$ cat config.mk
export PLATFORM = sky130hd
export DESIGN_NAME = mvu_rdc_reader
export DESIGN_NICKNAME = d
export VERILOG_FILES = /design/src/rtl/mvu_pkg.sv /design/src/rtl/mvu_rdc_fifo.sv /design/src/rtl/mvu_rdc_reader.sv
export SDC_FILE = /design/constraint.sdc
export NUM_CORES = 1
export LEC_CHECK = 0
export CAP_MARGIN = 10
export CORE_AREA = 8 8 174 176
export CTS_CLUSTER_SIZE = 12
export DETAILED_ROUTE_END_ITERATION = 6
export DIE_AREA = 0 0 182 184
export PLACE_DENSITY = 0.82
export SYNTH_ARGS = -nofsm -noshare
export SYNTH_HDL_FRONTEND = slang
export SYNTH_SLANG_ARGS = --single-unit
$ cat constraint.sdc
create_clock -name clk -period 3.8 [get_ports clk]
set_input_delay 0.76 -clock clk [delete_from_list [all_inputs] [get_ports clk]]
set_output_delay 0.76 -clock clk [all_outputs]
set_load 0.01 [all_outputs]
$ cat src/rtl/mvu_pkg.sv
// Shared widths, response tag and reader state encoding for the MVU read channel.
package mvu_pkg;

    localparam int BDBANKA  = 15;
    localparam int BDBANKW  = 64;
    localparam int BLEN     = 15;
    localparam int TAG_SELW = 8;

    typedef struct packed {
        logic [TAG_SELW-1:0] sel;
        logic                last;
    } rdc_tag_t;

    typedef enum logic [1:0] {
        IDLE  = 2'd0,
        ISSUE = 2'd1,
        DRAIN = 2'd2
    } rdc_rd_state_e;

endpackage

$ cat src/rtl/mvu_rdc_fifo.sv
// Synchronous FIFO with occupancy count; head entry is read straight from storage.
module mvu_rdc_fifo #(
    parameter int W     = 65,
    parameter int DEPTH = 4,
    parameter int CNTW  = $clog2(DEPTH + 1)
) (
    input  logic            clk,
    input  logic            rst_n,
    input  logic            push,
    input  logic [W-1:0]    din,
    input  logic            pop,
    output logic [W-1:0]    dout,
    output logic            empty,
    output logic [CNTW-1:0] count
);
    import mvu_pkg::*;

    localparam int AW = (DEPTH > 1) ? $clog2(DEPTH) : 1;

    logic [W-1:0]  mem [DEPTH];
    logic [AW-1:0] wr_ptr;
    logic [AW-1:0] rd_ptr;
    logic          full;
    logic          do_push;
    logic          do_pop;

    function automatic logic [AW-1:0] next_ptr(input logic [AW-1:0] p);
        return (p == AW'(DEPTH - 1)) ? '0 : p + AW'(1);
    endfunction

    assign empty   = (count == '0);
    assign full    = (count == CNTW'(DEPTH));
    assign do_pop  = pop && !empty;
    // A push into a full FIFO is legal when the head leaves in the same cycle.
    assign do_push = push && (!full || do_pop);
    assign dout    = mem[rd_ptr];

    // Pointer and occupancy bookkeeping.
    always_ff @(posedge clk) begin
        if (!rst_n) begin
            wr_ptr <= '0;
            rd_ptr <= '0;
            count  <= '0;
        end else begin
            if (do_push) wr_ptr <= next_ptr(wr_ptr);
            if (do_pop)  rd_ptr <= next_ptr(rd_ptr);
            case ({do_push, do_pop})
                2'b10:   count <= count + CNTW'(1);
                2'b01:   count <= count - CNTW'(1);
                default: count <= count;
            endcase
        end
    end

    // Storage write; contents need no reset since the pointers define validity.
    always_ff @(posedge clk) begin
        if (do_push) mem[wr_ptr] <= din;
    end

endmodule

$ cat src/rtl/mvu_rdc_reader.sv
// Host-side read initiator: issues strided, credit-limited reads to one MVU and
// streams the returned words out in request order with a last marker.
module mvu_rdc_reader #(
    parameter int NMVU      = 1,
    parameter int N         = mvu_pkg::BDBANKW,
    parameter int BDBANKA   = mvu_pkg::BDBANKA,
    parameter int RDLAT     = 2,
    parameter int FIFODEPTH = 4,
    parameter int BMVUSEL   = (NMVU > 1) ? $clog2(NMVU) : 1,
    parameter int BLEN      = mvu_pkg::BLEN
) (
    input  logic                    clk,
    input  logic                    rst_n,
    input  logic                    start,
    input  logic [BMVUSEL-1:0]      mvu_sel,
    input  logic [BDBANKA-1:0]      base_addr,
    input  logic [BDBANKA-1:0]      stride,
    input  logic [BLEN-1:0]         length,
    output logic                    busy,
    output logic                    done,
    output logic [NMVU-1:0]         rdc_en,
    input  logic [NMVU-1:0]         rdc_grnt,
    output logic [NMVU*BDBANKA-1:0] rdc_addr,
    input  logic [NMVU*N-1:0]       rdc_word,
    output logic                    out_valid,
    input  logic                    out_ready,
    output logic [N-1:0]            out_word,
    output logic                    out_last
);
    import mvu_pkg::*;

    localparam int CW = $clog2(FIFODEPTH + 1) + 1;

    rdc_rd_state_e       state;
    rdc_rd_state_e       state_nxt;
    logic                done_r;
    logic [BMVUSEL-1:0]  sel_r;
    logic [BDBANKA-1:0]  addr_r;
    logic [BDBANKA-1:0]  stride_r;
    logic [BLEN-1:0]     remaining;

    logic                issue_en;
    logic                granted;
    logic                credit_ok;
    logic                last_hs;
    logic [CW-1:0]       inflight;
    logic [CW-1:0]       fifo_count;

    logic [RDLAT-1:0]    vld_p;
    rdc_tag_t            tag_p [RDLAT];
    logic [N-1:0]        cap_word;
    logic [N:0]          head;
    logic                fifo_empty;

    a_depth: assert property (@(posedge clk) FIFODEPTH >= RDLAT + 1);

    // Requests still in the return pipe count against FIFO space, so a word
    // arriving from the channel always has a slot waiting for it.
    always_comb begin
        inflight = '0;
        for (int i = 0; i < RDLAT; i++) inflight = inflight + CW'(vld_p[i]);
    end

    assign credit_ok = (inflight + fifo_count) < CW'(FIFODEPTH);
    assign busy      = (state != IDLE);
    assign done      = done_r;
    assign out_valid = !fifo_empty;
    assign out_word  = head[N-1:0];
    assign out_last  = !fifo_empty && head[N];
    assign last_hs   = out_valid && out_ready && out_last;

    // Next-state logic and channel request outputs.
    always_comb begin
        state_nxt = state;
        issue_en  = (state == ISSUE) && credit_ok;
        rdc_en    = '0;
        rdc_addr  = '0;
        if (issue_en) rdc_en[sel_r] = 1'b1;
        for (int m = 0; m < NMVU; m++) begin
            if (state == ISSUE && sel_r == BMVUSEL'(m))
                rdc_addr[m*BDBANKA +: BDBANKA] = addr_r;
        end
        granted = |(rdc_en & rdc_grnt);
        case (state)
            IDLE:    if (start && length != '0) state_nxt = ISSUE;
            ISSUE:   if (granted && remaining == BLEN'(1)) state_nxt = DRAIN;
            DRAIN:   if (last_hs) state_nxt = IDLE;
            default: state_nxt = IDLE;
        endcase
    end

    // State register and the one-cycle completion pulse.
    always_ff @(posedge clk) begin
        if (!rst_n) begin
            state  <= IDLE;
            done_r <= 1'b0;
        end else begin
            state  <= state_nxt;
            done_r <= (state == IDLE && start && length == '0) ||
                      (state == DRAIN && last_hs);
        end
    end

    // Job registers: latched on an idle start, advanced on each granted request.
    always_ff @(posedge clk) begin
        if (state == IDLE && start) begin
            sel_r     <= mvu_sel;
            addr_r    <= base_addr;
            stride_r  <= stride;
            remaining <= length;
        end else if (granted) begin
            addr_r    <= addr_r + stride_r;
            remaining <= remaining - BLEN'(1);
        end
    end

    // Return pipe valids: cleared on reset so late words from an aborted job drop.
    always_ff @(posedge clk) begin
        if (!rst_n) begin
            vld_p <= '0;
        end else begin
            vld_p[0] <= granted;
            for (int i = 1; i < RDLAT; i++) vld_p[i] <= vld_p[i-1];
        end
    end

    // Return pipe tags travelling alongside the valids.
    always_ff @(posedge clk) begin
        tag_p[0].sel  <= TAG_SELW'(sel_r);
        tag_p[0].last <= (remaining == BLEN'(1));
        for (int i = 1; i < RDLAT; i++) tag_p[i] <= tag_p[i-1];
    end

    // Select the returning MVU's word slice named by the exiting tag.
    always_comb begin
        cap_word = '0;
        for (int m = 0; m < NMVU; m++) begin
            if (tag_p[RDLAT-1].sel == TAG_SELW'(m)) cap_word = rdc_word[m*N +: N];
        end
    end

    mvu_rdc_fifo #(
        .W     (N + 1),
        .DEPTH (FIFODEPTH),
        .CNTW  (CW)
    ) u_fifo (
        .clk   (clk),
        .rst_n (rst_n),
        .push  (vld_p[RDLAT-1]),
        .din   ({tag_p[RDLAT-1].last, cap_word}),
        .pop   (out_ready),
        .dout  (head),
        .empty (fifo_empty),
        .count (fifo_count)
    );

endmodule

# Word-level counts from Yosys, hierarchy flattened
# Memories as Yosys holds them, arrays and structs flattened. A register that Yosys moved wholly into a read port is not among the register bits.
# Index checks and enable logic that the tools add are counted.
# word_totals
regBits	59
ramBits	278
inputBits	115
out_inout_bits	84
elab_cells	80
memories	2
# op_classes
add_sub_neg	8
order_cmp	3
eq_ne	11
mux	19
n_bitwise	2
reduce_logical	25
# mem_list
name	depth	word_bits	rd	rd_clocked_by_memory_dff	wr	line_no	rtl
u_fifo.mem	4	65	1	1	1	mvu_rdc_fifo.sv:20	logic [W-1:0] mem [DEPTH];
tag_p	2	9	2	0	2	mvu_rdc_reader.sv:50	rdc_tag_t tag_p [RDLAT];
# op_table
op	count
15-bit 2-to-1 mux	5
64-bit 2-to-1 mux	1
15-bit adder	1
15-bit by 1-bit equality test with 1-bit output, second input constant	1
15-bit logical NOT	1
15-bit nonzero test	1
15-bit by 1-bit subtractor with 15-bit output, second input constant	1
2-bit 2-to-1 mux	7
1-bit logical AND	12
2-bit equality test, second input constant	4
8-bit logical NOT	1
4-bit one-hot mux with 2 select lines	1
2-bit one-hot mux with 3 select lines	1
2-bit nonzero test	3
2-bit by 1-bit adder with 2-bit output, second input constant	2
2-bit by 4-bit adder with 4-bit output	1
4-bit by 1-bit adder with 4-bit output, second input constant	1
2-bit by 1-bit equality test with 1-bit output, second input constant	2
4-bit by 3-bit equality test with 1-bit output, second input constant	1
4-bit logical NOT	1
4-bit by 3-bit less-than comparator with 1-bit output, second input constant	1
1-bit 2-to-1 mux	4
2-bit != test, second input constant	2
4-bit by 1-bit subtractor with 4-bit output, second input constant	1
other kinds (10)	12

# Depth between registers and ports, before layout
# Gate-level depths: netlist of run 1.
# logic_depth
depth_word	9
depth_mapped	11
depth_no_buf	10

# By module
# A second synthesis of run 1 with hierarchy kept.
# unflattened
cells_unflattened	773
hier_area_um2	13454.2
# by_module_without_submodules
module	n_inst	cells_each	area_each_um2	seq_area_each_um2
mvu_rdc_fifo	1	407	9975.8	8007.7
mvu_rdc_reader	1	366	3478.3	1561.5

# Least setup slack after synthesis of run 1
# OpenSTA, ideal clock, no wires.
# synth_timing
kind	input -> register
startpoint	input out_ready
endpoint	memory u_fifo.mem[0][0], enable pin
setup_time_ps	430
arrival_ps	2679
required_ps	3370
slack_ps	691
cell_stages	3
path_buffers	0
cell_sequence	nand2b_1 o41a_1 and2_1
# synth_via
elab_chain_cells	5
# synth_rtl
element	line_no	rtl
start: declaration	mvu_rdc_reader.sv:26	input logic out_ready,
1-bit logical AND	mvu_rdc_fifo.sv:33	assign do_pop = pop && !empty;
1-bit logical OR	mvu_rdc_fifo.sv:35	assign do_push = push && (!full || do_pop);
1-bit logical AND	mvu_rdc_fifo.sv:35	
1-bit 2-to-1 mux	mvu_rdc_fifo.sv:57	if (do_push) mem[wr_ptr] <= din;
1-bit 2-to-1 mux (implied by the code)	mvu_rdc_fifo.sv:57	
end: declaration	mvu_rdc_fifo.sv:20	
# No other way between the ends.

==> metrics, run 1 <==
layout cell share with drive strength beyond 1=roughly 14%; Crit Path Class=flip-flop to output pin; first-pass GRT wire length=~45000 µm; hold buffers post-CTS=0; number of global-route vias before repair=between 8000 and 9000; Initial Util=between 40% and 50%; Die Y-Extent=roughly 180 µm; Synthesized Nets=slightly above 900; Top-Level Pins=199; wire per inst=21.2 µm; Filler cells=1965; Root Driver=clkbuf_16; largest net degree at the start of global routing=60; Gate Count Post-Synth=777; die area=0.0335 mm²; mean post-synth cell area=17.3 µm²; hold_ws=about 330 ps; Vias=7520; Max Used Layer=met5; pwr dens=554 mW/mm²; Sinks on Clock Net=325; flops & latches, synth=between 300 and 400; Final Routed Wirelength=28800 µm; Yosys top cell by area=edfxtp_1; Yosys top cell area share=68.3%; setup_tns=0 ps; Post-CTS Repair Setup Buffers=0; mapped cell area=0.0135 mm²; min-delay worst type=flip-flop to flip-flop; minimum clock period=3390 ps; hold path start=tag_p[0][1]$_DFF_P_; DR pass1 iterations=4; status=finished, final reports clean; Clock transition at path regs=60 ps; number of remaining DRC errors=0; CP Capture Type=output pin; Rows=61; final setup fails=0; overall power=~9.4 mW; RR Endpoint=u_fifo.count[3]$_SDFFE_PN0P_; dominant register cell in the synthesized netlist=edfxtp_1; Fin Clk Skew=~14 ps; hold path depth=0; Die Width=around 180 µm; Core ar.=0.0275 mm²; CTS tree=done; post-synthesis async set-or-reset flop share=0%; critical path launch point type=flip-flop; Antenna Cells=0; Routed Antenna Nets=0; WHS Endpoint=tag_p[0][10]$_DFF_P_; Max Cap Violations=0; gr ovfl total=0; RSZ-0062 raised after global routing=false; sequential share of the synthesized area=71.1%; port bufs=198; leakage=5.63 nW; Post-synth EDFFs=306; worst-path maximum fanout=20; worst r2r src=u_fifo.count[0]$_SDFFE_PN0P_; measured slew at the worst slew-check pin=827 ps; fmax=between 200 and 300 MHz; Worst Path Required=3040 ps; Cell variety after synth=57; Area contributors post-synth=edfxtp_1, mux4_2, nor2b_1; met2 wire length=14100 µm; maximum VDD drop=between 0.2 and 0.3 mV; FF-to-FF path depth=10; Yosys warning count=0; dpl hpwl=19900 µm; TritonCTS Buffers=35; CTS max path bufs=3; Clock Latency Late Sink=510 ps; Period Utilization, post-route=89.2%; Hold Violations, Final=0; flop-to-flop setup slack=1200 ps; routability congestion estimate=0.835; total track usage=17.3%; M1 WL=~12000 µm; Slew HR=around 45%; vias per cell=5.53; Max H-tree Level=2; DP Worst Slack=roughly 820 ps; Final WS setup=412 ps; initial antenna violation count=1; post_cts resized=0; Pins Over Slew Limit=0; final net count=about 1100; WP data arrival=2630 ps; area growth from synthesis to layout=26.1%; Iter 0 DRT Violations=395; met3 wire length=2530 µm
[critical path, stage by stage, from the launching register on]
cell and delay, ps:
dfxtp_4 620, buf_4 400, mux4_2 600, clkdlybuf4s50_1 510
[where the power goes]
group	switching (mW)	leakage [nW]	internal, mW
Combinational	0.929	2.16	1.22
Clock	1.26	0.488	1.77
Sequential	0.176	2.98	4.06
[area by class of cell]
class	count	area [µm²]	share of cell area, %
Clock inverter	11	103	0.604
Multi-Input combinational cell	402	3700	21.8
Tap cell	346	433	2.55
Sequential cell	325	9580	56.4
Inverter	19	71.3	0.420
Clock buffer	42	912	5.37
Timing Repair Buffer	215	2170	12.8
[sequential cells by signal (all words and copies together), names as in the netlist, named ones only]
name	flops
state	2
remaining	15
u_fifo.mem	260
done	1
u_fifo.rd_ptr	2
stride_r	15
u_fifo.wr_ptr	2
tag_p	4
addr_r	15
u_fifo.count	4
vld_p	2
sel_r	1
[kinds of logic after synthesis]
group | after synthesis | share of synthesized area, %
flops | 325 | 71.1
simple gates | 209 | 8.79
compound gates | 75 | 3.47
mux | 68 | 11.1
buf+inv | 50 | 1.47
fa+ha+maj | 26 | 2.53
xor+xnor | 24 | 1.56
[layer usage]
layer  GRT usage, %  vias to the layer above
li1               -                     3454
met4           4.26                        2
met3           5.38                       47
met2           29.3                      307
met5              0                        -
met1           21.4                     3710
[worst max path at each step]
stage	startpoint	end	depth (start not counted)
5_1_grt	flip-flop	out_word[3]	3
3_3_place_gp	out_ready	u_fifo.count[3]$_SDFFE_PN0P_	10
3_5_place_dp	out_ready	u_fifo.mem[2][35]$_DFFE_PP_	5
6_report	flip-flop	out_word[3]	3
4_1_cts	flip-flop	out_word[3]	3
2_1_floorplan	out_ready	u_fifo.mem[0][0]$_DFFE_PP_	3
[cells in the final DEF (no fill, tap or decap), drive strengths merged, types with 3 or more instances in the layout]
master	count
edfxtp	306
clkdlybuf4s50	198
nor2b	69
mux4	65
nand2	45
clkbuf	42
nor2	25
ha	24
and2	24
a21oi	23
o21ai	23
inv	19
dfxtp	19
buf	17
xnor2	16
nor3	13
nor4	11
nand3	8
xor2	8
clkinv	8
a21boi	5
o21bai	3
a21o	3
mux2i	3
nor4b	3
[through the flow]
step,cells,cell area [µm²],utilization (%)
global placement,1307,16000,58.1
CTS,1360,17000,61.8
global route,1360,17000,61.8
floorplan,777,13500,-
finish,1360,17000,61.8
detailed placement,1307,16000,58.1
[cell usage after synthesis (all sizes together), types with 2 or more instances]
library cell	number
edfxtp	306
nor2b	69
mux4	65
nand2	45
nor2	25
and2	24
ha	24
a21oi	23
clkbuf	23
o21ai	23
dfxtp	19
inv	19
xnor2	16
nor3	13
nor4	11
buf	8
nand3	8
xor2	8
a21boi	5
a21o	3
mux2i	3
nor4b	3
o21bai	3
a311oi	2
a31oi	2
and3	2
fa	2
nand2b	2
nand4	2
o22ai	2
o31ai	2
or2	2
or4	2
Note: power is estimated with default switching activity, not from simulation.
==> run 2: changes to the inputs <==
--- a/config.mk
+++ b/config.mk
@@ -10,6 +10,7 @@
 export CTS_CLUSTER_SIZE = 12
 export DETAILED_ROUTE_END_ITERATION = 6
 export DIE_AREA = 0 0 182 184
+export GPL_ROUTABILITY_DRIVEN = 0
 export PLACE_DENSITY = 0.82
 export SYNTH_ARGS = -nofsm -noshare
 export SYNTH_HDL_FRONTEND = slang
==> results of run 2 <==
The final DEF is identical to that of run 1; final timing and power are the same.
==> run 3: changes to the inputs <==
--- a/config.mk
+++ b/config.mk
@@ -5,12 +5,14 @@
 export SDC_FILE = /design/constraint.sdc
 export NUM_CORES = 1
 export LEC_CHECK = 0
+export ABC_AREA = 0
 export CAP_MARGIN = 10
 export CORE_AREA = 8 8 174 176
 export CTS_CLUSTER_SIZE = 12
 export DETAILED_ROUTE_END_ITERATION = 6
 export DIE_AREA = 0 0 182 184
 export GPL_ROUTABILITY_DRIVEN = 0
+export MAX_ROUTING_LAYER = met4
 export PLACE_DENSITY = 0.82
 export SYNTH_ARGS = -nofsm -noshare
 export SYNTH_HDL_FRONTEND = slang
==> metrics, run 3 (same netlist as run 1, synthesis figures left out) <==
status=finished, final reports clean; clock share of power=32.2% (about the same); leakage=5.63 nW (about the same); Worst Path Required=3040 ps (about the same); crit-path cells=buf_4 > mux4_2 > clkdlybuf4s50_1; TritonCTS Buffers=35 (unchanged); Clock Latency Late Sink=510 ps (about the same); Initial Util=49.0% (unchanged); worst r2r src=u_fifo.count[0]$_SDFFE_PN0P_; worst-path maximum fanout=20 (unchanged); Sinks on Clock Net=325 (unchanged); overall power=9.41 mW (about the same); net load switching power=2.37 mW (+0.14%); hold buffers post-CTS=0 (unchanged); Iter 0 DRT Violations=394 (-0.25%); Seq pwr share=45.0% (about the same); total track usage=17.8% (+0.51 points); switching part of the total=25.1% (+0.026 points); Post-CTS Repair Setup Buffers=0 (unchanged); DP Worst Slack=820 ps (unchanged); Final Util=61.8% (about the same); largest net degree at the start of global routing=60 (unchanged); Fin Clk Skew=14.0 ps (-0.265 ps); crit-path leading delay family=buffers and inverters; Slew HR=46.1% (+1.3 points); minimum clock period=3390 ps (+5.16 ps); RSZ-0062 raised after global routing=false; initial antenna violation count=1 (unchanged); Buf/Inv on CP=2 (unchanged); register area=0.00958 mm² (unchanged); vias per cell=5.53 (about the same); Final Routed Wirelength=28800 µm (about the same); WP data arrival=2630 ps (about the same); dpl hpwl=19900 µm (unchanged); Period Utilization, post-route=89.3% (+0.14 points); Gate power share=22.8% (about the same); pwr dens=555 mW/mm² (about the same); number of remaining DRC errors=0 (unchanged); Max Cap Violations=0 (unchanged); Max H-tree Level=2 (unchanged); number of global-route vias before repair=8099 (+0.037%); Clock transition at path regs=60 ps (about the same); hold path start=tag_p[0][1]$_DFF_P_; Routed Antenna Nets=0 (unchanged); setup_tns=0 ps (unchanged); most frequent cells in the layout=edfxtp_1, clkdlybuf4s50_1, nor2b_1; max reg flops=260 (unchanged); area growth from synthesis to layout=26.1% (about the same); Pins Over Slew Limit=0 (unchanged); Final WS setup=407 ps (-5.16 ps); gr ovfl total=0 (unchanged); commonest non-fill, non-tap cell in the layout=edfxtp_1; final net count=1139 (unchanged); crit-path max cell delay=620 ps (about the same); DR pass1 iterations=5 (+1); post_cts resized=0 (unchanged); Hold Violations, Final=0 (unchanged); min-delay worst type=flip-flop to flip-flop; Top reg by flops=u_fifo.mem; Int Pwr=7.05 mW (about the same); Rows=61 (unchanged); measured slew at the worst slew-check pin=808 ps (-19.2 ps); Die Width=182 µm (unchanged); first-pass GRT wire length=45200 µm (-0.11%); CTS tree=done; CP Capture Type=output pin; Crit Path Class=flip-flop to output pin; final setup fails=0 (unchanged); fmax=295 MHz (-0.15%); maximum VDD drop=0.296 mV (+0.18%); Filler cells=1967 (+0.10%); critical path launch point type=flip-flop; wire per inst=21.2 µm (about the same); Core ar.=0.0275 mm² (unchanged); CTS max path bufs=3 (unchanged); critical path's slowest cell=dfxtp_4; layout cell share with drive strength beyond 1=14.4% (unchanged); Vias=7520 (unchanged); port bufs=198 (unchanged); area of the multi-input gates=0.00370 mm² (unchanged); Root Driver=clkbuf_16; hold_ws=328 ps (-0.0350 ps); die area=0.0335 mm² (unchanged); Top-Level Pins=199 (unchanged); Die Y-Extent=184 µm (unchanged)
run 3: cell count changes in the layout (fill, tap and decap cells not counted):
cell | previous run | this run
diode_2 | 0 | 1
run 3: path summary, 6_finish.rpt:
kind | end | slack [ps] | cells after the start
max | out_word[3] | 410 | 3
min | tag_p[0][10]$_DFF_P_ | 330 | 0
max reg2reg | u_fifo.count[3]$_SDFFE_PN0P_ | 1210 | 10
min reg2reg | tag_p[0][10]$_DFF_P_ | 330 | 0
run 3: area by class of cell:
type	count	share of cell area, %
sequential	325	56.4
multi-input combinational	402	21.8
tap	346	2.55
inverter	19	0.420
clock buffer	42	5.37
antenna	1	0.0147
clock inverter	11	0.604
timing repair buffer	215	12.8
run 3: worst reg2reg max path, delay by kind of cell, from the launching register on:
kind	cells	cell delay, ps
AO/OA/AOI/OAI	2	350
XOR/XNOR	1	80
buffers and inverters	1	60
multiplexers	1	240
adder cells (fa/ha/maj)	1	270
AND/OR/NAND/NOR	4	1140
flip-flops	1	350
run 3: stage by stage:
step	instances	cell area, µm²
global placement	1307	16000
finish	1361	17000
detailed placement	1307	16000
CTS	1360	17000
floorplan	777	13500
global route	1361	17000
run 3: per-layer routing:
metal / part of all wire, % / vias up / global-route usage, %
met3: 7.9 / 42 / 4.64
li1: - / 3459 / -
met1: 41 / 3711 / 21.9
met4: 1.7 / 0 / 4.36
met2: 49 / 308 / 29.2
met5: 0 / - / -
run 3: power by group through the flow:
stage / sequential (mW) / clock [mW] / combinational [mW]
global route: 4.26 / 3.23 / 2.32
detailed placement: 4.31 / 0 / 2.17
finish: 4.23 / 3.03 / 2.15
floorplan: 4.18 / 0 / 1.35
global placement: 4.31 / 0 / 2.14
CTS: 4.24 / 3.11 / 2.19
